`src/rtl/spram_wb_arbiter.sv`:
```
`default_nettype none
// ============================================================================
// Module      : spram_wb_arbiter
// Description : Two-master Wishbone classic arbiter that shares a single-port
//               synchronous RAM. Each transfer costs one request cycle and
//               one acknowledge cycle. Contention is resolved round-robin.
// Revision    : 1.0 - initial release
// ============================================================================
module spram_wb_arbiter #(
    parameter int size       = 'h1000,
    parameter int addr_width = $clog2(size),
    parameter int data_width = 16
) (
    input  logic                  clock,
    input  logic                  reset,

    input  logic                  m0_cyc_i,
    input  logic                  m0_stb_i,
    input  logic                  m0_we_i,
    input  logic [addr_width-1:0] m0_adr_i,
    input  logic [data_width-1:0] m0_dat_i,
    output logic [data_width-1:0] m0_dat_o,
    output logic                  m0_ack_o,

    input  logic                  m1_cyc_i,
    input  logic                  m1_stb_i,
    input  logic                  m1_we_i,
    input  logic [addr_width-1:0] m1_adr_i,
    input  logic [data_width-1:0] m1_dat_i,
    output logic [data_width-1:0] m1_dat_o,
    output logic                  m1_ack_o,

    output logic [addr_width-1:0] ram_address,
    output logic [data_width-1:0] ram_data,
    input  logic [data_width-1:0] ram_q,
    output logic                  ram_wren,
    output logic                  ram_cen
);

    typedef enum logic [0:0] {
        ST_IDLE = 1'b0,
        ST_ACK  = 1'b1
    } state_t;

    state_t state_q, state_d;
    logic   grant_q, grant_d;
    logic   last_q,  last_d;

    logic   w_req0;
    logic   w_req1;
    logic   w_any_req;
    logic   w_winner;
    logic   w_in_ack;

    assign w_req0    = m0_cyc_i & m0_stb_i;
    assign w_req1    = m1_cyc_i & m1_stb_i;
    assign w_any_req = w_req0 | w_req1;

    // A lone requester wins outright; on a tie the master not served last wins.
    assign w_winner  = (w_req0 & w_req1) ? ~last_q : w_req1;

    // Next-state decode: arbitrate in IDLE, spend exactly one cycle in ACK.
    always_comb begin
        state_d = state_q;
        grant_d = grant_q;
        last_d  = last_q;
        case (state_q)
            ST_IDLE: begin
                if (w_any_req) begin
                    state_d = ST_ACK;
                    grant_d = w_winner;
                    last_d  = w_winner;
                end
            end
            ST_ACK:  state_d = ST_IDLE;
            default: state_d = ST_IDLE;
        endcase
    end

    // State registers; last resets to 1 so m0 wins the first tie.
    always_ff @(posedge clock or posedge reset) begin
        if (reset) begin
            state_q <= ST_IDLE;
            grant_q <= 1'b0;
            last_q  <= 1'b1;
        end else begin
            state_q <= state_d;
            grant_q <= grant_d;
            last_q  <= last_d;
        end
    end

    // RAM pins: enabled only in the arbitration cycle; idle values follow m0
    // so the address/data buses never float to X.
    always_comb begin
        ram_address = m0_adr_i;
        ram_data    = m0_dat_i;
        ram_cen     = 1'b0;
        ram_wren    = 1'b0;
        if (!reset && (state_q == ST_IDLE) && w_any_req) begin
            ram_cen = 1'b1;
            if (w_winner) begin
                ram_address = m1_adr_i;
                ram_data    = m1_dat_i;
                ram_wren    = m1_we_i;
            end else begin
                ram_wren    = m0_we_i;
            end
        end
    end

    // Ack only the granted master, and only while it is still requesting.
    assign w_in_ack = !reset && (state_q == ST_ACK);
    assign m0_ack_o = w_in_ack & ~grant_q & w_req0;
    assign m1_ack_o = w_in_ack &  grant_q & w_req1;

    // RAM output is registered inside the RAM and lines up with the ack cycle.
    assign m0_dat_o = ram_q;
    assign m1_dat_o = ram_q;

endmodule
`default_nettype wire
```
`config.mk`:
```
export PLATFORM = sky130hd
export DESIGN_NAME = spram_wb_arbiter
export DESIGN_NICKNAME = d
export VERILOG_FILES = /design/src/rtl/spram_wb_arbiter.sv
export SDC_FILE = /design/constraint.sdc
export NUM_CORES = 1
export LEC_CHECK = 0
export CORE_MARGIN = 3
export CORE_UTILIZATION = 24
export DETAILED_ROUTE_END_ITERATION = 10
export GPL_ROUTABILITY_DRIVEN = 0
export PLACE_DENSITY_LB_ADDON = 0.2
export SLEW_MARGIN = 30
export SYNTH_ARGS = -nofsm -noshare
export SYNTH_HDL_FRONTEND = slang
export SYNTH_SLANG_ARGS = --single-unit
```
`constraint.sdc`:
```
create_clock -name clock -period 3.8 [get_ports clock]
set_clock_uncertainty 0.1 [all_clocks]
set_input_delay 0.38 -clock clock [delete_from_list [all_inputs] [get_ports clock]]
set_output_delay 0.38 -clock clock [all_outputs]
set_load 0.005 [all_outputs]
```
### Yosys cells after proc, flatten, opt, wreduce, memory -nomap -nowiden

Cells that the tools add are included.

| operators by class | value |
|---|---|
| muxes and demuxes | 10 |
| bitwise operators | 11 |
| reduce and logical (&&, ||, !) cells | 5 |

Operators by type and width:

| kind | number |
|---|---|
| two-way mux 16 bit | 2 |
| two-way mux 12 bit | 2 |
| AND 1 bit | 7 |
| two-way mux 1 bit | 5 |
| logical AND 1 bit | 3 |
| NOT 1 bit | 3 |
| case mux 1 bit (2 select lines) | 1 |
| AND reduction 2 bit | 1 |
| logical NOT 1 bit | 1 |
| bitwise OR 1 bit | 1 |

| word-level totals | value |
|---|---|
| flip-flop bits (word level) | 3 |
| bits of input ports | 80 |
| output and inout port bits | 64 |
| word-level logic and storage cells | 29 |

### Logic depth before layout (Yosys ltp)

Gate-level depths: netlist (run 1).

| depth | value |
|---|---|
| depth in word-level cells | 5 |
| mapped depth | 5 |
| depth with buffers taken out | 3 |

### Least setup slack after synthesis (run 1)

OpenSTA, ideal clock, no wires.

| timing path | value |
|---|---|
| path kind | input-to-output |
| from | input port m0_cyc_i |
| to | output port ram_address[0] |
| arrival time | 1550 ps |
| data required time | 3320 ps |
| slack | 1770 ps |
| cell stages on the path | 5 |
| buffers on the path | 2 |
| cell sequence | and3_1 or4_4 buf_6 buf_12 mux2_4 |

| between the ends | value |
|---|---|
| cells in the longest elaborated chain, start to end | 5 |
| elaborated cells on any way between the ends | 7 |
| classes of those cells | 3 x mux; 3 x bitwise; 1 x reduce/logical |

RTL lines:

| item | line | text |
|---|---|---|
| from (decl) | 17 | `input logic m0_cyc_i,` |
| AND 1 bit (*) | 55 | `assign w_req0 = m0_cyc_i & m0_stb_i;` |
| AND 1 bit | 60 | `assign w_winner = (w_req0 & w_req1) ? ~last_q : w_req1;` |
| two-way mux 1 bit | 60 |  |
| two-way mux 12 bit | 102 | `if (w_winner) begin` |
| two-way mux 12 bit (*) | 100 | `if (!reset && (state_q == ST_IDLE) && w_any_req) begin` |
| to (decl) | 33 | `output logic [addr_width-1:0] ram_address,` |

Every way passes the cells marked *; elsewhere a longest branch is shown, timed or not.

### Final worst setup path (run 1)

| timing path | value |
|---|---|
| from | input port m1_stb_i |
| to | output port ram_data[12] |

| between the ends | value |
|---|---|
| cells in the longest elaborated chain, start to end | 5 |
| elaborated cells on any way between the ends | 7 |
| classes of those cells | 3 x mux; 3 x bitwise; 1 x reduce/logical |

RTL lines:

| item | line | text |
|---|---|---|
| from (decl) | 26 | `input logic m1_stb_i,` |
| AND 1 bit (*) | 56 | `assign w_req1 = m1_cyc_i & m1_stb_i;` |
| AND 1 bit | 60 |  |
| two-way mux 1 bit | 60 |  |
| two-way mux 16 bit | 102 |  |
| two-way mux 16 bit (*) | 100 |  |
| to (decl) | 34 | `output logic [data_width-1:0] ram_data,` |

Marked as above.

==> key figures, run 1 <==
Setup path
  • Crit path max fanout: 28
  • CP arrival: approximately 2.6 ns
  • CP Capture Type: output port
  • Kind of critical path: in2out
  • Startpoint Class: input pin
  • Worst R2R Setup Slack: roughly 2.7 ns
  • Worst EP required: 3.32 ns

Layout
  • Fraction of layout cells with a size suffix above 1: 0.221
  • Area grow syn2layout: 85.5%
  • Sequential cell area: between 70 and 80 um2
  • Antenna cell count: 0
  • Commonest non-fill, non-tap cell in the layout: clkdlybuf4s50_1
  • Final net count: 230
  • # fillers: around 320
  • Multi-input logic area: roughly 500 um2
  • Most frequent cells in the layout: clkdlybuf4s50_1, mux2_4, mux2_2

Status
  • Outcome: finished clean

Clock tree
  • Post-CTS Resized: 0
  • CTS tree: yes
  • Post-CTS Hold Fix Bufs: 0
  • H-tree level count: 1
  • CTS root buf: clkbuf_4
  • Num CTS Buffers: 3
  • Clock slew at reported path FFs: around 0.040 ns
  • CTS Sinks: 3
  • Post-CTS Setup Bufs: 0
  • Clk_lat worst skew: roughly 0.23 ns
  • Clk buf depth: 2

Logic synthesis
  • Synth Area in XOR/XNOR: 0
  • Compound-Gate Fraction of Synth Area: 0.0432
  • Mux share of post-synthesis cell area: 0.449
  • Mean area per synthesized cell: between 10 and 15 um2
  • Register area share after synthesis: 0.0878
  • Simple-Gate Fraction of Synth Area: 0.0763
  • Synth Area in Adders: 0
  • Register bit total from synthesis: 3
  • Largest family of logic cells by synthesized area: multiplexers
  • Area of the mapped netlist: slightly below 900 um2
  • Synthesized net count: between 150 and 200
  • Synth warn: 0
  • Syn Inst Count: between 80 and 90
  • Post-synthesis cell type count: 19

Worst hold path
  • HP Class: in2async

Global route
  • First-pass GRT wire length: 4180 um
  • Initial antenna violation count: 0
  • Grt total ovfl: 0
  • Largest net degree at the start of global routing: 29
  • Vias in the first global route: 836
  • GRT Util Overall: 0.122

STA
  • Final setup fails: 0
  • Aggregate negative setup slack: 0 ns
  • F_max: 324 MHz
  • Min Tclk post-route: slightly above 3 ns
  • Slew HR: 0.681
  • Tightest Pin Transition: 0.478 ns
  • Final hold viol count: 0
  • Crit share post-route: 0.812
  • RSZ-0062 raised after global routing: false
  • Hold_ws: approximately 0.35 ns
  • Final Max Slew Viols: 0

Flow run
  • Max-cap violations: 0

Floorplan
  • FP Rows: 21
  • Die X: ~66 um
  • Initial Util: 0.255
  • Core Footprint: 3420 um2
  • Die area: between 4000 and 5000 um2
  • Ports: between 100 and 150
  • Die height: roughly 66 um

Routing
  • Total wire length: ~2900 um
  • DR iter-0 viols: 20
  • DR vias/cell: ~4.2
  • Iteration count of the initial detailed-routing pass: 2
  • Routed vias: roughly 820
  • Antenna Violating Nets Remaining: 0
  • Drc violations: 0
  • DR WL/cell: between 10 and 15 um

Placed design
  • Dpl hpwl: between 2000 and 2500 um
  • Port-buffer cells: 95

Power
  • Leakage: 0.686 nW
  • Pwr Total: 0.000266 W
  • Peak supply drop: around 0.097 mV
  • Pwr dens: ~160 nW/um2
[sequential cells by signal (all words and copies together), names as in the netlist]
signal / count
state_q: 1
grant_q: 1
last_q: 1
[Yosys cell counts (all sizes together)]
| master | count | area (um2) |
|---|---|---|
| and3 | 1 | 6.26 |
| o21ai | 1 | 5.00 |
| mux2 | 28 | 390 |
| nand4 | 2 | 12.5 |
| buf | 35 | 292 |
| inv | 2 | 7.51 |
| a211oi | 1 | 7.51 |
| nand3 | 3 | 15.0 |
| or4 | 1 | 11.3 |
| a22oi | 1 | 7.51 |
| dfrtp | 2 | 50.1 |
| nor2 | 3 | 11.3 |
| nand2 | 1 | 3.75 |
| o2bb2ai | 2 | 17.5 |
| dfstp | 1 | 26.3 |
| or2 | 1 | 6.26 |
[metal layers]
layer	part of all wire	GRT usage	vias to the layer above
li1	-	-	395
met1	0.39	0.145	355
met2	0.45	0.193	68
met3	0.15	0.0493	4
met4	0.0055	0.0457	0
met5	0	0	-
[stage by stage]
step / util / instances / instance area, um2 / setup WS [ns]
finish: 0.472 / 195 / 1610 / 0.716
global route: 0.472 / 195 / 1610 / 0.612
CTS: 0.472 / 195 / 1610 / 0.696
detailed placement: 0.464 / 191 / 1590 / 0.700
global placement: 0.464 / 191 / 1590 / 0.722
floorplan: - / 85 / 870 / 1.77
[worst paths after layout]
path | startpoint | end | depth (start not counted)
max in group asynchronous | reset | last_q$_DFFE_PP1P_ | 2
worst min-delay path | reset | state_q$_DFF_PP0_ | 2
worst max-delay path | m1_stb_i | ram_data[12] | 5
min in group clock | last_q$_DFFE_PP1P_ | last_q$_DFFE_PP1P_ | 1
worst min register to register | last_q$_DFFE_PP1P_ | last_q$_DFFE_PP1P_ | 1
worst max register to register | state_q$_DFF_PP0_ | grant_q$_DFFE_PP0P_ | 2
[logic make-up (layout without fill, tap and decap cells)]
kind of cell	Yosys count	in the layout
buffers and inverters	37	101
muxes	28	28
AOI/OAI and AO/OA	5	5
and+or+nand+nor	12	12
DFF	3	3
[report_power, final]
part | switching [W] | internal, W
logic | 0.0000402 | 0.000127
clock network | 0.0000156 | 0.0000393
registers | 0.00000509 | 0.0000386
total | 0.0000609 | 0.000205
[area by class of cell]
type                       count  share of cell area
timing repair buffer          95               0.590
multi-input combinational     45               0.306
sequential                     3              0.0473
tap                           46              0.0357
clock buffer                   4              0.0163
inverter                       2             0.00465
[worst max-delay path, cell delays in order]
cell	delay [ns]
clkdlybuf4s50_1	0.53
nand2_1	0.11
or4_4	0.73
mux2_4	0.37
clkdlybuf4s50_1	0.46
Power figures use the tool's default switching activity.
==> inputs of run 2 (changes only) <==
- CORE_UTILIZATION: 24 -> 20
- clock period: 3.8 -> 2.8 ns (I/O delays scaled with it)
==> key figures, run 2 (synthesis gave the netlist of run 1 again) <==
Setup path
  • Worst EP required: 2.42 ns (-0.90 ns)
  • Critical Path Source: m0_stb_i
  • Kind of critical path: in2out
  • Worst R2R Start: state_q$_DFF_PP0_
  • CP Capture Type: output port
  • Startpoint Class: input pin
  • CP arrival: 2.40 ns (-0.20 ns)
  • Crit path max fanout: 28 (unchanged)

Routing
  • Antenna Violating Nets Remaining: 0 (unchanged)
  • DR iter-0 viols: 27 (+35%)
  • Drc violations: 0 (unchanged)
  • DR vias/cell: 4.28 (+1.6%)
  • Iteration count of the initial detailed-routing pass: 4 (+2)
  • Total wire length: 3400 um (+17%)
  • Routed vias: 874 (+6.3%)
  • DR WL/cell: 16.7 um (+12%)

Clock tree
  • Post-CTS Hold Fix Bufs: 0 (unchanged)
  • Num CTS Buffers: 3 (unchanged)
  • Clk buf depth: 2 (unchanged)
  • CTS root buf: clkbuf_8
  • H-tree level count: 1 (unchanged)
  • Post-CTS Setup Bufs: 0 (unchanged)
  • Post-CTS Resized: 0 (unchanged)
  • Clock slew at reported path FFs: 0.03 ns (about the same)
  • CTS Sinks: 3 (unchanged)
  • Clk_lat worst skew: 0.21 ns (-0.02 ns)
  • CTS tree: yes

Power
  • Seq pwr share: 0.142 (-0.022)
  • P_sw: 0.0000926 W (+52%)
  • Internal power: 0.000327 W (+60%)
  • Pwr dens: 249 nW/um2 (+51%)
  • Comb pwr share: 0.564 (-0.065)
  • Peak supply drop: 0.249 mV (+160%)
  • Sw frac: 0.221 (-0.00869)
  • Clock Power Share: 0.294 (+0.087)
  • Leakage: 0.724 nW (+5.5%)

STA
  • Final hold viol count: 0 (unchanged)
  • Crit share post-route: 0.992
  • Final Max Slew Viols: 0 (unchanged)
  • Final setup fails: 0 (unchanged)
  • F_max: roughly 360 MHz
  • Tightest Pin Transition: 0.280 ns (-0.198 ns)
  • RSZ-0062 raised after global routing: false
  • Slew HR: 0.813 (+0.132)
  • Min Tclk post-route: about 2.8 ns
  • Final worst slack: 0.0227 ns (-0.693 ns)
  • Aggregate negative setup slack: 0 ns (unchanged)

Placed design
  • Dpl hpwl: 2830 um (+17%)
  • Post-placement setup slack: 0.0515 ns (-0.649 ns)
  • Port-buffer cells: 95 (unchanged)

Floorplan
  • Initial Util: 0.213 (-0.0418)
  • Die height: 71.9 um (+8.7%)
  • Die X: 71.9 um (+8.7%)
  • Ports: 144 (unchanged)
  • Die area: 5180 um2 (+18%)
  • FP Rows: 23 (+9.5%)
  • Core Footprint: 4090 um2 (+20%)

Layout
  • Fraction of layout cells with a size suffix above 1: 0.247 (+0.0253)
  • Final net count: 235 (+2.2%)
  • Area grow syn2layout: 94.0%
  • Antenna cell count: 0 (unchanged)
  • Biggest regs: grant_q x1, last_q x1, state_q x1
  • Commonest non-fill, non-tap cell in the layout: clkdlybuf4s50_1
  • Most frequent cells in the layout: clkdlybuf4s50_1, mux2_4, mux2_2, buf_4
  • # fillers: 383 (+19%)

Worst hold path
  • HP Class: in2async

Global route
  • Vias in the first global route: 918 (+9.8%)
  • GRT Util Overall: 0.120 (-0.00158)
  • First-pass GRT wire length: 4860 um (+16%)
  • Grt total ovfl: 0 (unchanged)
  • Largest net degree at the start of global routing: 29 (unchanged)
  • Initial antenna violation count: 0 (unchanged)

Status
  • Outcome: finished clean

Flow run
  • Max-cap violations: 0 (unchanged)
==> run 2: cell types whose count changed in the layout (fill, tap and decap cells not counted), sizes merged <==
cell,previous run,this run
buf,0,5
==> run 2: final timing paths <==
path                                            end  slack [ns]  depth (start not counted)
worst max-delay path                    ram_data[8]        0.02                          6
max in group asynchronous        last_q$_DFFE_PP1P_        2.02                          3
worst min-delay path            grant_q$_DFFE_PP0P_        0.35                          3
worst max register to register  grant_q$_DFFE_PP0P_        1.66                          2
min in group clock               last_q$_DFFE_PP1P_        0.41                          1
worst min register to register   last_q$_DFFE_PP1P_        0.41                          1
==> run 2: final cells by class <==
cell class	count	area, um2	area share
timing repair buffer	100	1000	0.593
inverter	2	7.51	0.00445
tap	50	62.6	0.0371
clock buffer	4	45.0	0.0267
sequential	3	76.3	0.0453
multi-input combinational	45	494	0.293
==> run 2: worst max-delay path, cell delays in order <==
cell and delay, ns:
clkdlybuf4s50_1 0.49, and3_1 0.22, or4_4 0.43, buf_12 0.19, mux2_4 0.31, clkdlybuf4s50_1 0.46
==> run 2: metrics by stage <==
step	area (um2)	util	std cells	hold slack, ns	total power, W
after global routing	1690	0.413	204	0.383	0.000441
after floorplan	870	-	85	-0.0503	0.000171
final	1690	0.413	204	0.352	0.000420
after global placement	1640	0.402	200	0.389	0.000294
after detailed placement	1640	0.402	200	0.403	0.000297
after CTS	1690	0.413	204	0.350	0.000426
==> run 2: power groups by stage <==
| stage | combinational [W] | clock (W) | sequential, W |
|---|---|---|---|
| after floorplan | 0.000114 | 0 | 0.0000571 |
| after global routing | 0.000251 | 0.000130 | 0.0000605 |
| after CTS | 0.000239 | 0.000128 | 0.0000594 |
| after global placement | 0.000235 | 0 | 0.0000592 |
| final | 0.000237 | 0.000123 | 0.0000597 |
| after detailed placement | 0.000238 | 0 | 0.0000596 |
==> run 2: routing by layer <==
metal,routed length (um),GRT usage,vias to the layer above
li1,-,-,403
met1,1300,0.139,382
met2,1570,0.200,77
met3,500,0.0443,12
met4,38,0.0480,0
met5,0,0,-
